--- src/rtl/rasterix_axis_pkg.sv ---
// rtl/rasterix_axis_pkg.sv - shared types and helpers for the AXIS read prefetcher
package rasterix_axis_pkg;

  typedef enum logic [1:0] {
    IDLE     = 2'd0,
    ISSUE    = 2'd1,
    WAIT_ACK = 2'd2,
    DRAIN    = 2'd3
  } state_t;

  // Bytes covered by one data beat; used to advance the request address.
  function automatic int bytes_per_beat(input int data_width);
    return data_width / 8;
  endfunction

  // Size of the next chunk: whatever is left, capped at the crossbar burst limit.
  function automatic logic [63:0] chunk_min(input logic [63:0] left, input logic [63:0] max_beats);
    return (left < max_beats) ? left : max_beats;
  endfunction

endpackage

--- src/rtl/axis_sync_fifo.sv ---
// rtl/axis_sync_fifo.sv - first-word fall-through FIFO with occupancy count
module axis_sync_fifo #(
  parameter int WIDTH = 32,
  parameter int DEPTH = 64
) (
  input  logic                     aclk,
  input  logic                     resetn,
  input  logic                     wr_en,
  input  logic [WIDTH-1:0]         wr_data,
  input  logic                     rd_en,
  output logic [WIDTH-1:0]         rd_data,
  output logic                     full,
  output logic                     empty,
  output logic [$clog2(DEPTH):0]   count
);

  localparam int AW = $clog2(DEPTH);

  logic [WIDTH-1:0] mem [DEPTH];
  logic [AW:0]      wr_ptr;
  logic [AW:0]      rd_ptr;
  logic             do_wr;
  logic             do_rd;

  // Pointers carry one extra wrap bit so full and empty are distinguishable.
  assign count   = wr_ptr - rd_ptr;
  assign full    = (count == (AW + 1)'(DEPTH));
  assign empty   = (count == '0);
  assign do_wr   = wr_en && !full;
  assign do_rd   = rd_en && !empty;
  assign rd_data = mem[rd_ptr[AW-1:0]];

  // Storage write; the head entry is read combinationally for fall-through.
  always_ff @(posedge aclk) begin
    if (do_wr) begin
      mem[wr_ptr[AW-1:0]] <= wr_data;
    end
  end

  // Pointer update; reset empties the FIFO without touching storage.
  always_ff @(posedge aclk or negedge resetn) begin
    if (!resetn) begin
      wr_ptr <= '0;
      rd_ptr <= '0;
    end else begin
      if (do_wr) wr_ptr <= wr_ptr + 1'b1;
      if (do_rd) rd_ptr <= rd_ptr + 1'b1;
    end
  end

endmodule

--- src/rtl/axis_read_prefetcher.sv ---
// rtl/axis_read_prefetcher.sv - splits a long read into reserved chunks and streams the data out
module axis_read_prefetcher
  import rasterix_axis_pkg::*;
#(
  parameter int DATA_WIDTH  = 32,
  parameter int ADDR_WIDTH  = 32,
  parameter int FIFO_DEPTH  = 64,
  parameter int CHUNK_BEATS = 16
) (
  input  logic                  aclk,
  input  logic                  resetn,
  input  logic                  s_cmd_valid,
  output logic                  s_cmd_ready,
  input  logic [ADDR_WIDTH-1:0] s_cmd_addr,
  input  logic [ADDR_WIDTH-1:0] s_cmd_beats,
  output logic                  m_avalid,
  output logic                  m_arnw,
  output logic [ADDR_WIDTH-1:0] m_aaddr,
  output logic [ADDR_WIDTH-1:0] m_abeats,
  input  logic                  m_aready,
  input  logic [DATA_WIDTH-1:0] s_rdata,
  input  logic                  s_rlast,
  input  logic                  s_rvalid,
  output logic                  s_rready,
  output logic [DATA_WIDTH-1:0] m_xdata,
  output logic                  m_xlast,
  output logic                  m_xvalid,
  input  logic                  m_xready,
  output logic                  busy
);

  localparam int BYTES_PER_BEAT = bytes_per_beat(DATA_WIDTH);
  localparam int RES_W          = $clog2(FIFO_DEPTH) + 1;

  state_t                state;
  state_t                state_next;
  logic                  alive;
  logic [ADDR_WIDTH-1:0] req_addr;
  logic [ADDR_WIDTH-1:0] req_left;
  logic [ADDR_WIDTH-1:0] out_left;
  logic [ADDR_WIDTH-1:0] chunk;
  logic [RES_W-1:0]      reserved;
  logic [RES_W-1:0]      free_slots;
  logic [RES_W-1:0]      fifo_count;
  logic                  fifo_full;
  logic                  fifo_empty;
  logic                  cmd_fire;
  logic                  issue_ok;
  logic                  ack;
  logic                  push;
  logic                  pop;

  assign chunk      = ADDR_WIDTH'(chunk_min(64'(req_left), 64'(CHUNK_BEATS)));
  assign free_slots = RES_W'(FIFO_DEPTH) - reserved;
  assign issue_ok   = (state == ISSUE) && (64'(free_slots) >= 64'(chunk));
  assign ack        = (state == WAIT_ACK) && m_aready;
  assign cmd_fire   = s_cmd_valid && s_cmd_ready;
  assign push       = s_rvalid && s_rready;
  assign pop        = m_xvalid && m_xready;

  // alive holds handshakes off until the first edge after reset release.
  assign s_cmd_ready = alive && (state == IDLE) && (out_left == '0);
  assign m_avalid    = (state == WAIT_ACK);
  assign m_arnw      = 1'b0;
  assign s_rready    = alive && !fifo_full;
  assign m_xvalid    = !fifo_empty;
  assign m_xlast     = m_xvalid && (out_left == ADDR_WIDTH'(1));
  // Buffered beats always belong to the current command, so they imply busy too.
  assign busy        = (state != IDLE) || (out_left != '0) || (fifo_count != '0);

  // State register.
  always_ff @(posedge aclk or negedge resetn) begin
    if (!resetn) begin
      state <= IDLE;
    end else begin
      state <= state_next;
    end
  end

  // Next-state: a chunk goes out only once its whole footprint fits in the FIFO.
  always_comb begin
    state_next = state;
    case (state)
      IDLE:     if (cmd_fire && (s_cmd_beats != '0)) state_next = ISSUE;
      ISSUE:    if (issue_ok) state_next = WAIT_ACK;
      WAIT_ACK: if (m_aready) state_next = (req_left == m_abeats) ? DRAIN : ISSUE;
      DRAIN:    if (out_left == '0) state_next = IDLE;
      default:  state_next = IDLE;
    endcase
  end

  // Request bookkeeping, held request payload and FIFO slot reservation.
  always_ff @(posedge aclk or negedge resetn) begin
    if (!resetn) begin
      alive    <= 1'b0;
      req_addr <= '0;
      req_left <= '0;
      out_left <= '0;
      reserved <= '0;
      m_aaddr  <= '0;
      m_abeats <= '0;
    end else begin
      alive <= 1'b1;
      if (cmd_fire) begin
        req_addr <= s_cmd_addr;
        req_left <= s_cmd_beats;
      end else if (ack) begin
        req_addr <= req_addr + m_abeats * ADDR_WIDTH'(BYTES_PER_BEAT);
        req_left <= req_left - m_abeats;
      end
      if (issue_ok) begin
        m_aaddr  <= req_addr;
        m_abeats <= chunk;
      end
      if (cmd_fire) begin
        out_left <= s_cmd_beats;
      end else if (pop) begin
        out_left <= out_left - ADDR_WIDTH'(1);
      end
      reserved <= reserved + (ack ? RES_W'(m_abeats) : RES_W'(0)) - RES_W'(pop);
    end
  end

  axis_sync_fifo #(
    .WIDTH (DATA_WIDTH),
    .DEPTH (FIFO_DEPTH)
  ) u_fifo (
    .aclk    (aclk),
    .resetn  (resetn),
    .wr_en   (push),
    .wr_data (s_rdata),
    .rd_en   (pop),
    .rd_data (m_xdata),
    .full    (fifo_full),
    .empty   (fifo_empty),
    .count   (fifo_count)
  );

  // Chunk boundaries come from the beat counts; the crossbar's last flag is redundant.
  logic unused_rlast;
  assign unused_rlast = s_rlast;

endmodule

--- config.mk ---
export PLATFORM = sky130hd
export DESIGN_NAME = axis_read_prefetcher
export DESIGN_NICKNAME = d
export VERILOG_FILES = /design/src/rtl/rasterix_axis_pkg.sv /design/src/rtl/axis_sync_fifo.sv /design/src/rtl/axis_read_prefetcher.sv
export SDC_FILE = /design/constraint.sdc
export NUM_CORES = 2
export LEC_CHECK = 0
export CORE_ASPECT_RATIO = 0.8
export CORE_MARGIN = 3
export CORE_UTILIZATION = 50
export DETAILED_ROUTE_END_ITERATION = 7
export PLACE_DENSITY = 0.7
export SYNTH_ARGS = -nofsm -noshare
export SYNTH_HDL_FRONTEND = slang
export SYNTH_SLANG_ARGS = --single-unit
--- constraint.sdc ---
create_clock -name aclk -period 12.2 [get_ports aclk]
set_input_delay 1.22 -clock aclk [delete_from_list [all_inputs] [get_ports aclk]]
set_output_delay 1.22 -clock aclk [all_outputs]
set_load 0.05 [all_outputs]
=== Yosys cells after proc, flatten, opt, wreduce, memory -nomap -nowiden ===
Memories as Yosys holds them, arrays and structs flattened.
Index checks and enable logic that the tools add are counted.

* Eq/ne operators: 10
* Add/sub/neg operators: 9
* $lt $le $gt $ge: 2
* Multiplexer cells: 16
* Reductions and logical operators: 26

{| class="wikitable"
|+ Operators with widths
! operator !! count
|-
| $mux W32 || 7
|-
| $reduce_bool A32 Y1 || 2
|-
| $add A32 B32 Y32 || 1
|-
| $eq A32 B1 Y1 const B || 1
|-
| $eq A32 B32 Y1 || 1
|-
| $ge A7 B32 Y1 || 1
|-
| $logic_not A32 Y1 || 1
|-
| $lt A32 B5 Y1 const B || 1
|-
| $sub A32 B1 Y32 const B || 1
|-
| $sub A32 B32 Y32 || 1
|-
| $add A7 B1 Y7 const B || 2
|-
| $logic_and A1 B1 Y1 || 12
|-
| $mux W2 || 5
|-
| $pmux W2 S4 || 1
|-
| $add A7 B7 Y7 || 1
|-
| $eq A7 B7 Y1 const B || 1
|-
| $logic_not A7 Y1 || 1
|-
| $mux W7 || 1
|-
| $reduce_bool A7 Y1 || 1
|-
| $sub A7 B1 Y7 || 1
|-
| $sub A7 B7 Y7 || 1
|-
| $sub A7 B7 Y7 const A || 1
|-
| $reduce_bool A2 Y1 || 3
|-
| $eq A2 B2 Y1 const B || 2
|-
| 8 further kinds || 13
|}

* Input bits: 103
* Register bits after elaboration: 184
* Memories: 1
* Bits in writable memories: 2048
* Output and inout port bits: 103
* Logic and storage cells: 74

{| class="wikitable"
|+ Memories
! memory !! depth !! bits a word !! read ports !! clocked after memory_dff !! write ports !! RTL line !! text
|-
| u_fifo.mem || 64 || 32 || 1 || 0 || 1 || axis_sync_fifo.sv:19 || <nowiki>logic [WIDTH-1:0] mem [DEPTH];</nowiki>
|}

=== Depth between registers and ports, before layout ===
* Depth after elaboration: 8
* Depth in mapped cells: 23
* Mapped depth without buffers: 20

=== Hierarchy ===
From an unflattened synthesis, not the netlist that was laid out.

* Cell total of the unflattened synthesis: 4562
* Area total of the unflattened synthesis: 89993.8 µm²

{| class="wikitable"
|+ By module, submodules not included
! module !! seq. area each (µm²) !! times used !! cells an instance !! area each (µm²)
|-
| axis_sync_fifo || 61849.3 || 1 || 3367 || 79028.3
|-
| axis_read_prefetcher || 4254.1 || 1 || 1195 || 10965.5
|}

=== Worst setup path before layout ===
Ideal clock, no wire load.

* Path type: register -> register
* Start: register u_fifo.rd_ptr[1]
* End: memory u_fifo.mem[57][0], enable pin
* Data required time: 11.687 ns
* Buffers on the path: 4
* Stages on the path, launching flop included: 15
* Period minus slack after synthesis: 6.868 ns
* Data arrival time: 6.355 ns
* Path slack: 5.332 ns
* Setup time: 0.513 ns
* Cells stage by stage: dfrtp_1 clkbuf_1 clkbuf_1 buf_1 inv_1 ha_1 nor2b_1 o21a_1 o21ai_0 a21oi_1 xor2_1 a21o_1 clkbuf_1 nor2_1 nor4b_1

* Cells in the longest elaborated chain, start to end: 8

{| class="wikitable"
|+ RTL lines
! element !! RTL line !! text
|-
| from (decl) || axis_sync_fifo.sv:21 || <nowiki>logic [AW:0] rd_ptr;</nowiki>
|-
| from (signal assigned) || axis_sync_fifo.sv:47 || <nowiki>if (do_rd) rd_ptr <= rd_ptr + 1'b1;</nowiki>
|-
| $sub A7 B7 Y7 (*) || axis_sync_fifo.sv:26 || <nowiki>assign count = wr_ptr - rd_ptr;</nowiki>
|-
| $eq A7 B7 Y1 (*) || axis_sync_fifo.sv:27 || <nowiki>assign full = (count == (AW + 1)'(DEPTH));</nowiki>
|-
| $logic_not A1 Y1 (*) || axis_sync_fifo.sv:29, axis_read_prefetcher.sv:65 ||
|-
| $logic_and A1 B1 Y1 || axis_read_prefetcher.sv:65 || <nowiki>assign s_rready = alive && !fifo_full;</nowiki>
|-
| $logic_and A1 B1 Y1 || axis_read_prefetcher.sv:58 || <nowiki>assign push = s_rvalid && s_rready;</nowiki>
|-
| $logic_and A1 B1 Y1 (*) || axis_sync_fifo.sv:29 || <nowiki>assign do_wr = wr_en && !full;</nowiki>
|-
| $mux W1 (*) || axis_sync_fifo.sv:35 || <nowiki>if (do_wr) begin</nowiki>
|-
| $mux W1 (implied by the code) (*) || axis_sync_fifo.sv:36 || <nowiki>mem[wr_ptr[AW-1:0]] <= wr_data;</nowiki>
|-
| to (decl) || axis_sync_fifo.sv:19 ||
|}

Every way passes the cells marked *; elsewhere a longest branch is shown, timed or not.

=== Worst setup path in the final report ===
* Start: register u_fifo.rd_ptr[0]
* End: output m_xdata[25]

* Cells in the longest elaborated chain, start to end: 1

{| class="wikitable"
|+ RTL lines
! element !! RTL line !! text
|-
| $mem_v2 Z64 W32 || n/a ||
|-
| to (decl) || axis_read_prefetcher.sv:25 || <nowiki>output logic [DATA_WIDTH-1:0] m_xdata,</nowiki>
|}

Every way passes these cells.

==> metrics.md <==
| Metric | Value |
|---|---|
| Power spent charging and discharging nets | `7.708 mW` |
| Number of flops mapped to enable cells by yosys | `2,048` |
| Met2 track utilization from global routing | `between 30% and 40%` |
| Cell repeated most along the worst path | `sky130_fd_sc_hd__mux4_2` |
| Total global routing overflow | `0` |
| Count of max-cap constraint violations | `0` |
| Setup skew after layout | `0.01961 ns` |
| Post CTS Setup Buffer Count | `0` |
| Post-cts gate resize count | `0` |
| CTS hold repair buffers | `0` |
| Sequential area share after synthesis | `about three quarters` |
| RePlAce Congestion | `0.8922` |
| Layer carrying the most global-route usage | `met1` |
| Instance area at placement | `94,940 um^2` |
| Iteration count of the initial detailed-routing pass | `7` |
| Largest net degree at the start of global routing | `152` |
| Clock latency of the later-clocked register in the worst-skew pair | `about 0.84 ns` |
| Sinks on Clock Net | `2,232` |
| Sw frac | `33.10%` |
| Post-CTS clock slew at the launch and capture registers of the worst setup and hold paths | `0.06 ns` |
| Number of antenna violations at the first check in global routing | `8` |
| Final WL | `approximately 210,000 um` |
| Routed WL per cell | `29.95 um` |
| Post-synthesis instance area | `~90,000 um^2` |
| Initial standard-cell utilization of the core | `50.51%` |
| Remaining antenna violation count | `0` |
| Growth of design area from synthesis to finish | `13.07%` |
| Post-route clock period utilization | `60.06%` |
| Max-slew violation count | `0` |
| Largest fanout on the critical path | `47` |
| Met1 demand-to-capacity share in global routing | `34.92%` |
| Maximum resistive drop on vdd | `0.2974 mV` |
| Worst hold slack after final layout | `0.3647 ns` |
| Die ar. | `184,500 um^2` |
| Leakage power | `32.54 nW` |
| Hpwl dp | `around 120,000 um` |
| Max Clock Freq | `136.5 MHz` |
| Deepest level of the CTS H-tree | `4` |
| Horizontal die dimension | `479.4 um` |
| Cell with the biggest individual delay on the critical path | `sky130_fd_sc_hd__dfrtp_4` |
| Overall via count from detail_route | `44,655` |
| Prevailing post-synth register cell | `sky130_fd_sc_hd__edfxtp_1` |
| Overall track demand over capacity in global routing | `23.25%` |
| Run status | `finished clean` |
| Internal power summed over all cells | `15.58 mW` |
| Worst path required time | `10.98 ns` |
| Minimum setup slack among reg-to-reg paths | `5.81 ns` |
| Final number of setup-violating endpoints | `0` |
| Sum Neg Setup Slack | `0 ns` |
| Share of the synthesized area in the top cell type | `68.60%` |
| Clock tree buffer depth | `3` |
| Commonest cells after routing, fill and taps aside | `sky130_fd_sc_hd__edfxtp_1, sky130_fd_sc_hd__mux4_2, sky130_fd_sc_hd__clkbuf_16, sky130_fd_sc_hd__dfrtp_1, sky130_fd_sc_hd__clkdlybuf4s50_1` |
| Longest individual stage delay on the worst path | `between 1 and 1.5 ns` |
| Standard cell core area | `~180,000 um^2` |
| Number of placement rows | `138` |
| Pin slew with the least headroom to its limit | `1.242 ns` |
| Part of the power in registers | `38.7%` |
| Post-synth top area cell | `sky130_fd_sc_hd__edfxtp_1` |
| Relative slew slack | `between 15 and 20%` |
| Via count of the first global-routing pass | `43,917` |
| Part of the power in the clock network | `26.4%` |
| Vias per cell | `6.276` |
| Cell types with the largest area share after synthesis | `sky130_fd_sc_hd__edfxtp_1, sky130_fd_sc_hd__mux4_2, sky130_fd_sc_hd__dfrtp_1` |
| FF+latch count, synth | `2,232` |
| Fraction of final layout cells with drive strength greater than 1 | `25.33%` |
| Global-route track usage on met3 | `under 10%` |
| Final net count | `4,759` |
| Startpoint class of the critical path | `register` |
| Yosys Warn Count | `0` |
| Die Y | `384.7 um` |
| CTS tree | `built` |
| Worst hold-check path type | `in2async` |
| Combinational power share | `34.9%` |
| Sequence of cells on the critical path | `buf_4 -> buf_4 -> mux4_2 -> mux4_2 -> mux4_2 -> clkdlybuf4s50_1` |
| Root Buffer Master | `sky130_fd_sc_hd__clkbuf_16` |
| Fillcell total | `12,930` |
| Final design instance area without fill | `between 100,000 and 150,000 um^2` |
| Share of flip-flops with an asynchronous set or reset after synthesis | `8.244%` |
| Category of the worst setup path capture point | `output pin` |
| First-pass GRT wire length | `approximately 310,000 um` |
| Count of input and output buffers | `~200` |
| # DRC | `0` |
| Hold violation total from the final report | `0` |
| Type of the worst setup path | `reg2out` |
| Most common library cell in the layout ignoring fill and taps | `sky130_fd_sc_hd__edfxtp_1` |
| Number of standard cells after synthesis | `4,271` |
| Post-synth cell types | `78` |
| TritonCTS buffer count | `207` |
| RSZ-0062 raised after global routing | `false` |
| Shortest clock period the worst path allows after layout | `7.328 ns` |
| # IOs | `a little over 200` |
| Crit path DAT | `6.11 ns` |
| Drt first-iter violations | `a little over 6,000` |
| Worst r2r path cells | `20` |
| Mapped Avg Cell Area | `roughly 21 um^2` |
| PwrDens | `229.7 nW/um^2` |
==> logic make-up after synthesis <==
family	count (synthesis)	synth area share [%]
flops	2232	73.73
fa+ha+maj	93	1.323
simple gates	472	2.608
compound gates	368	2.738
buf+inv	300	1.298
mux	721	17.48
other cells	2	0.008377
xor+xnor	83	0.8109
==> per-stage QoR <==
step / setup WS, ns / std cells / util [%] / power [mW]
global route: 4.461 / 7114 / 57.11 / 24.22
detailed placement: 5.599 / 6734 / 53.49 / 17.27
CTS: 4.675 / 7114 / 57.11 / 23.40
finish: 4.872 / 7115 / 57.11 / 23.29
global placement: 5.616 / 6734 / 53.49 / 17.20
floorplan: 5.332 / 4273 / - / 14.63
==> power by group through the flow <==
stage	Combinational [mW]	Clock [mW]	Sequential, mW
2_1_floorplan	5.51	0	9.12
3_3_place_gp	8.04	0	9.17
3_5_place_dp	8.09	0	9.18
4_1_cts	8.12	6.26	9.02
5_1_grt	8.59	6.57	9.06
6_report	8.12	6.15	9.02
==> cell type report <==
class	count	area [um^2]	share of cell area, %
Antenna cell	1	2.502	0.002469
Inverter	80	307.8	0.3036
Clock buffer	266	5474	5.400
Clock inverter	114	952.2	0.9393
Multi-Input combinational cell	1741	22870	22.56
Sequential cell	2232	66120	65.22
Timing Repair Buffer	301	2674	2.638
Tap cell	2380	2978	2.938
==> worst max-delay path: cells and delay by family (launching register included) <==
kind | cells | cell delay (ns)
buffers and inverters | 3 | 2.31
DFF | 1 | 1.01
muxes | 3 | 1.82
==> Yosys cell counts, drive strengths merged, types with 6 or more instances <==
master and count:
a2111oi 6, a211oi 12, a21o 28, a21oi 61
a221o 14, a22oi 24, a31oi 36, and2 6
buf 57, clkbuf 163, dfrtp 184, edfxtp 2048
ha 90, inv 78, mux2 36, mux2i 13
mux4 672, nand2 132, nand2b 11, nand3 45
nand4 27, nor2 120, nor2b 9, nor3 46
nor3b 6, nor4 26, o211ai 19, o21a 14
o21ai 86, o21bai 11, o31ai 12, o41ai 7
or3 9, or4 10, xnor2 59, xor2 24
==> flip-flops by register name (all words and copies together), names as in the netlist <==
name,flops
reserved,7
out_left,32
m_aaddr,32
alive,1
u_fifo.mem,2048
req_addr,32
u_fifo.rd_ptr,7
req_left,32
u_fifo.wr_ptr,7
m_abeats,32
state,2
==> final timing paths <==
kind / startpoint / end
worst max-delay path: u_fifo.rd_ptr[0] / m_xdata[25]
worst min-delay path: resetn / req_addr[7]
worst max register to register: u_fifo.rd_ptr[1] / reserved[6]
worst min register to register: req_addr[1] / req_addr[1]
max in group asynchronous: resetn / out_left[2]
min in group aclk: req_addr[1] / req_addr[1]
==> per-layer routing <==
metal	vias to the layer above	routed length, um	part of all wire (%)
met3	283	22600	11
met5	-	27	0.013
met1	23759	87790	41
li1	18493	-	-
met4	4	4618	2.2
met2	2116	98060	46
Power figures use the tool's default switching activity.
